[config.mk]
export PLATFORM = sky130hd
export DESIGN_NAME = instr_mem_loader
export DESIGN_NICKNAME = d
export VERILOG_FILES = /design/src/rtl/instr_mem_loader_pkg.sv /design/src/rtl/instr_mem_loader_byte_packer.sv /design/src/rtl/instr_mem_loader.sv
export SDC_FILE = /design/constraint.sdc
export NUM_CORES = 1
export LEC_CHECK = 0
export CAP_MARGIN = 5
export CORE_UTILIZATION = 30
export DETAILED_ROUTE_END_ITERATION = 8
export PLACE_DENSITY = 0.5
export RECOVER_POWER = 50
export SLEW_MARGIN = 25
export SYNTH_ARGS = -nofsm -noshare
export SYNTH_HDL_FRONTEND = slang
export SYNTH_HIERARCHICAL = 1
export SYNTH_SLANG_ARGS = --single-unit
[constraint.sdc]
create_clock -name clk -period 2.6 [get_ports clk]
set_input_delay 0.39 -clock clk [delete_from_list [all_inputs] [get_ports clk]]
set_output_delay 0.39 -clock clk [all_outputs]
set_load 0.05 [all_outputs]
[src/rtl/instr_mem_loader_pkg.sv]
// Shared definitions for the instruction memory loader: FSM states, word geometry
// and the opcode constants used to build programs symbolically.
package instr_mem_loader_pkg;

  typedef enum logic [1:0] {
    ST_IDLE  = 2'd0,
    ST_LOAD  = 2'd1,
    ST_DONE  = 2'd2,
    ST_ERROR = 2'd3
  } state_e;

  localparam int DEF_DATA_WIDTH = 32;
  localparam int BYTES_PER_WORD = DEF_DATA_WIDTH / 8;

  // Instruction format: opcode[31:26] rd[25:21] rs[20:16] imm[15:0]
  localparam logic [5:0] OP_ADDI = 6'h01;
  localparam logic [5:0] OP_HALT = 6'h1A;
  localparam logic [5:0] OP_OUT  = 6'h1C;

  function automatic logic [31:0] encode_instr(input logic [5:0]  op,
                                               input logic [4:0]  rd,
                                               input logic [4:0]  rs,
                                               input logic [15:0] imm);
    return {op, rd, rs, imm};
  endfunction

endpackage

[src/rtl/instr_mem_loader_byte_packer.sv]
// Assembles a big-endian word from a byte stream; flags the byte that completes
// a word and presents the full word combinationally alongside it.
module byte_packer #(
  parameter int DATA_WIDTH = 32
) (
  input  logic                  clk,
  input  logic                  rst_n,
  input  logic                  clr_i,
  input  logic                  byte_en_i,
  input  logic [7:0]            byte_i,
  output logic                  word_valid_o,
  output logic [DATA_WIDTH-1:0] word_o
);

  localparam int BYTES = DATA_WIDTH / 8;
  localparam int IDX_W = $clog2(BYTES);
  localparam logic [IDX_W-1:0] LAST_IDX = IDX_W'(BYTES - 1);

  logic [IDX_W-1:0]      idx_q;
  logic [DATA_WIDTH-9:0] shift_q;

  // Earlier bytes shift toward the MSB, so the first byte ends up in the top lane.
  assign word_valid_o = byte_en_i & (idx_q == LAST_IDX);
  assign word_o       = {shift_q, byte_i};

  // NOTE: sequential state uses non-blocking assignments only, so every register
  // samples the pre-edge values and simulation matches the synthesized flops.
  always_ff @(posedge clk) begin
    if (!rst_n || clr_i) begin
      idx_q   <= '0;
      shift_q <= '0;
    end else if (byte_en_i) begin
      shift_q <= {shift_q[DATA_WIDTH-17:0], byte_i};
      idx_q   <= word_valid_o ? '0 : idx_q + 1'b1;
    end
  end

endmodule

[src/rtl/instr_mem_loader.sv]
// Streams a program into instruction RAM one 32-bit word at a time, holding the
// CPU while loading and reporting completion or an oversize request.
module instr_mem_loader
  import instr_mem_loader_pkg::*;
#(
  parameter int DATA_WIDTH = 32,
  parameter int ADDR_WIDTH = 10
) (
  input  logic                  clk,
  input  logic                  rst_n,
  input  logic                  start,
  input  logic [ADDR_WIDTH:0]   word_count,
  input  logic [7:0]            byte_in,
  input  logic                  byte_valid,
  output logic                  byte_ready,
  output logic                  wr_en,
  output logic [ADDR_WIDTH-1:0] wr_addr,
  output logic [DATA_WIDTH-1:0] wr_data,
  output logic                  cpu_hold,
  output logic                  done,
  output logic                  len_err
);

  localparam logic [ADDR_WIDTH:0] DEPTH = {1'b1, {ADDR_WIDTH{1'b0}}};

  state_e                state_q;
  logic [ADDR_WIDTH:0]   word_cnt_q;
  logic [ADDR_WIDTH:0]   target_q;
  logic                  byte_ready_q;
  logic                  wr_en_q;
  logic [ADDR_WIDTH-1:0] wr_addr_q;
  logic [DATA_WIDTH-1:0] wr_data_q;
  logic                  cpu_hold_q;
  logic                  done_q;
  logic                  len_err_q;

  logic                  accept;
  logic                  start_ok;
  logic                  word_valid;
  logic [DATA_WIDTH-1:0] word;

  assign accept   = byte_valid & byte_ready_q;
  assign start_ok = start & (state_q != ST_LOAD);

  byte_packer #(
    .DATA_WIDTH (DATA_WIDTH)
  ) u_packer (
    .clk          (clk),
    .rst_n        (rst_n),
    .clr_i        (start_ok),
    .byte_en_i    (accept),
    .byte_i       (byte_in),
    .word_valid_o (word_valid),
    .word_o       (word)
  );

  always_ff @(posedge clk) begin
    if (!rst_n) begin
      state_q      <= ST_IDLE;
      word_cnt_q   <= '0;
      target_q     <= '0;
      byte_ready_q <= 1'b0;
      wr_en_q      <= 1'b0;
      wr_addr_q    <= '0;
      wr_data_q    <= '0;
      cpu_hold_q   <= 1'b1;
      done_q       <= 1'b0;
      len_err_q    <= 1'b0;
    end else begin
      wr_en_q <= 1'b0;
      if (start_ok) begin
        word_cnt_q <= '0;
        done_q     <= 1'b0;
        len_err_q  <= 1'b0;
        if (word_count == '0) begin
          state_q      <= ST_DONE;
          done_q       <= 1'b1;
          cpu_hold_q   <= 1'b0;
          byte_ready_q <= 1'b0;
        end else if (word_count > DEPTH) begin
          state_q      <= ST_ERROR;
          len_err_q    <= 1'b1;
          cpu_hold_q   <= 1'b1;
          byte_ready_q <= 1'b0;
        end else begin
          state_q      <= ST_LOAD;
          target_q     <= word_count;
          cpu_hold_q   <= 1'b1;
          byte_ready_q <= 1'b1;
        end
      end else if (state_q == ST_LOAD && word_valid) begin
        wr_en_q    <= 1'b1;
        wr_addr_q  <= word_cnt_q[ADDR_WIDTH-1:0];
        wr_data_q  <= word;
        word_cnt_q <= word_cnt_q + 1'b1;
        // Last word: stop accepting in the same cycle its write strobe fires.
        if (word_cnt_q + 1'b1 == target_q) begin
          state_q      <= ST_DONE;
          byte_ready_q <= 1'b0;
          cpu_hold_q   <= 1'b0;
          done_q       <= 1'b1;
        end
      end
    end
  end

  assign byte_ready = byte_ready_q;
  assign wr_en      = wr_en_q;
  assign wr_addr    = wr_addr_q;
  assign wr_data    = wr_data_q;
  assign cpu_hold   = cpu_hold_q;
  assign done       = done_q;
  assign len_err    = len_err_q;

endmodule

==> summary.md <==
| Metric | Value |
|---|---|
| RSZ-0062 raised after global routing | `no` |
| Post-synthesis register bit count | `97` |
| Peak supply drop | `roughly 0.00030 V` |
| Largest net degree at the start of global routing | `46` |
| Seq/Total Area, Yosys | `0.486` |
| Worst hold margin | `around 450 ps` |
| Setup TNS | `0 ps` |
| First-pass GRT wire length | `around 16000 um` |
| Cts repair resizes | `0` |
| Antenna violations before repair | `0` |
| Final slew viol count | `0` |
| Synthesis warning total | `6` |
| Port bufs | `69` |
| Fin. Hold Viols | `0` |
| DRT iter0 DRCs | `between 100 and 150` |
| Slew @ Worst Pin | `roughly 1200 ps` |
| Post-synth top flop | `dfxtp_1` |
| Clk buf depth | `2` |
| Sinks on Clock Net | `just under 100` |
| Final nets | `532` |
| Post-Layout Cell Count | `roughly 700` |
| Crit start category | `input pin` |
| Vias/cell | `between 4 and 5` |
| Die span in y | `~120 um` |
| CP required | `2810 ps` |
| Post-CTS Repair Setup Buffers | `0` |
| Clock transition at the registers of the reported paths | `70 ps` |
| Layout Utilization | `0.393` |
| Placed wire-length estimate | `between 6000 and 7000 um` |
| Starting density of the core | `0.312` |
| Area Overhead vs Synth | `26.1%` |
| Leak pwr | `0.00169 uW` |
| Netlist Area Pre-Place | `between 3000 and 4000 sq um` |
| Worst-case reg-to-reg path depth | `6` |
| Syn Area/Cell | `between 8 and 9 sq um` |
| # IOs | `70` |
| Fin crit period | `between 2000 and 2500 ps` |
| Slew HR | `0.202` |
| Routed vias | `about 3200` |
| Clock Skew | `8.27 ps` |
| Pre-antenna DRT Iters | `4` |
| Final setup fails | `0` |
| Placed inst area | `4750 sq um` |
| Max Cap Viol | `0` |
| Cell variety after synth | `42` |
| R2r endpoint | `u_packer/shift_q[6]` |
| Critical path origin | `byte_valid` |
| Grt total ovfl | `0` |
| Clock Latency Late Sink | `340 ps` |
| Worst Setup EP | `word_cnt_q[5]` |
| Die Wd | `around 120 um` |
| Placer congestion estimate | `between 0.7 and 0.8` |
| CP Class | `in2reg` |
| CTS Buf Count | `9` |
| Async SR Flop Fraction | `0` |
| CP Max Fanout | `45` |
| Status | `finished, final reports clean` |
| Layout cells sized above 1 | `0.0664` |
| CTS tree | `done` |
| Total GRT Usage | `0.143` |
| Reg2reg setup slack | `400 ps` |
| Avg WL per Cell | `about 14 um` |
| # rows | `41` |
| # placed instances | `between 600 and 700` |
| Net Count, Synth | `482` |
| N_diodes | `0` |
| DIE AREA | `between 10000 and 15000 sq um` |
| Max Clk Rate | `0.442 GHz` |
| H-Tree Level Count | `3` |
| Hold Buf Count CTS | `0` |
| Pwr per Cell Area | `600 nW/um^2` |
| Post-route cell area | `5040 sq um` |
| Post-Route WL | `~9400 um` |
| Core area | `12800 sq um` |
| Worst reg2reg path startpoint | `state_q[1]` |
| Clk root buf | `clkbuf_16` |
| Hold Path Class | `reg2reg` |
| Post-Syn Instances | `around 460` |
| Post-detailed-route DRC marker count | `0` |
| Critical path capture point type | `flop` |
| Worst path arrival time | `2480 ps` |
| Number of synthesized flops with an enable pin | `0` |
| Crit share post-route | `0.870` |
| Antenna Nets Post-Route | `0` |
| Vias in the first global route | `between 3000 and 4000` |
-- sequential cells by signal, indices dropped and copies added, names as in the netlist, 2 cells and up --
signal / flops
target_q: 11
wr_addr: 10
u_packer/shift_q: 24
u_packer/idx_q: 2
word_cnt_q: 11
wr_data: 32
state_q: 2
-- final cells by class --
type                    instances  area (sq um)
inverters                       4          15.0
multi-input cells             316          1810
well taps                     172           215
clock buffers                  10           229
fillers                      1343          7790
clock inverters                 6          66.3
repair buffers                 79           757
flip-flops and latches         97          1940
-- layer usage --
layer	up-vias	wire (um)	global-route usage
met5	-	0	0
met4	0	117	0.0430
met3	10	334	0.0379
met2	51	4670	0.247
met1	1504	4240	0.172
li1	1600	-	-
-- synthesized netlist by cell type, drive strengths merged (2+ instances only) --
library cell | n | area, sq um
and3 | 2 | 12.5
mux2i | 36 | 360
inv | 4 | 15.0
o21ai | 3 | 15.0
a21oi | 48 | 240
clkbuf | 18 | 67.6
nor2 | 56 | 210
nand2b | 3 | 18.8
xnor2 | 14 | 123
nand2 | 99 | 374
buf | 22 | 165
nand3 | 10 | 55.1
and2 | 2 | 12.5
ha | 2 | 25.0
o21a | 2 | 15.0
nor3 | 5 | 25.0
nand4 | 3 | 48.8
nor4 | 6 | 37.5
xor2 | 9 | 78.8
dfxtp | 97 | 1940
-- critical path, cell delays in order --
cell and delay [ps]:
clkdlybuf4s50_1 450, and2_0 160, and2_0 130, inv_1 70
nor2_4 110, clkbuf_2 720, nand3_1 190, xor2_1 180
nor2_1 50
-- worst min-delay path by stage --
stage / from / end / slack (ps) / depth (start not counted)
3_3_place_gp: u_packer/shift_q[16] / wr_data[24] / 440 / 2
4_1_cts: u_packer/shift_q[19] / wr_data[27] / 460 / 2
5_1_grt: wr_addr[7] / wr_addr[7] / 480 / 2
3_5_place_dp: u_packer/shift_q[19] / wr_data[27] / 450 / 2
2_1_floorplan: u_packer/shift_q[16] / wr_data[24] / 430 / 2
6_report: u_packer/shift_q[19] / wr_data[27] / 450 / 2
-- cell usage in the layout (no fill, tap or decap), types with 9 or more instances in the layout --
cell	instances
nor2_1	55
clkbuf_16	9
clkdlybuf4s50_1	67
a21oi_1	48
xor2_1	9
dfxtp_1	97
xnor2_1	14
nand2_1	98
nand3_1	9
mux2i_1	36
-- kinds of logic after synthesis --
family                     share of synthesized area
buffers and inverters                         0.0620
and+or+nand+nor                                0.223
AOI/OAI and AO/OA                             0.0823
adders and majority gates                    0.00626
xor gates and xnor gates                      0.0504
DFF                                            0.486
muxes                                         0.0902
-- stage by stage --
step	power (uW)	setup WS [ps]
floorplan	1670	84.3
global placement	1740	221
detailed placement	1740	180
CTS	3070	372
global route	3150	126
finish	3020	339
-- power by group --
| part | internal (uW) | leakage (uW) | total (uW) | switching [uW] |
|---|---|---|---|---|
| Sequential | 1500 | 0.000784 | 1520 | 15.0 |
| Combinational | 80.7 | 0.000755 | 183 | 102 |
| Clock | 750 | 0.000147 | 1320 | 569 |
No activity file was read; power rests on OpenSTA's default activity.
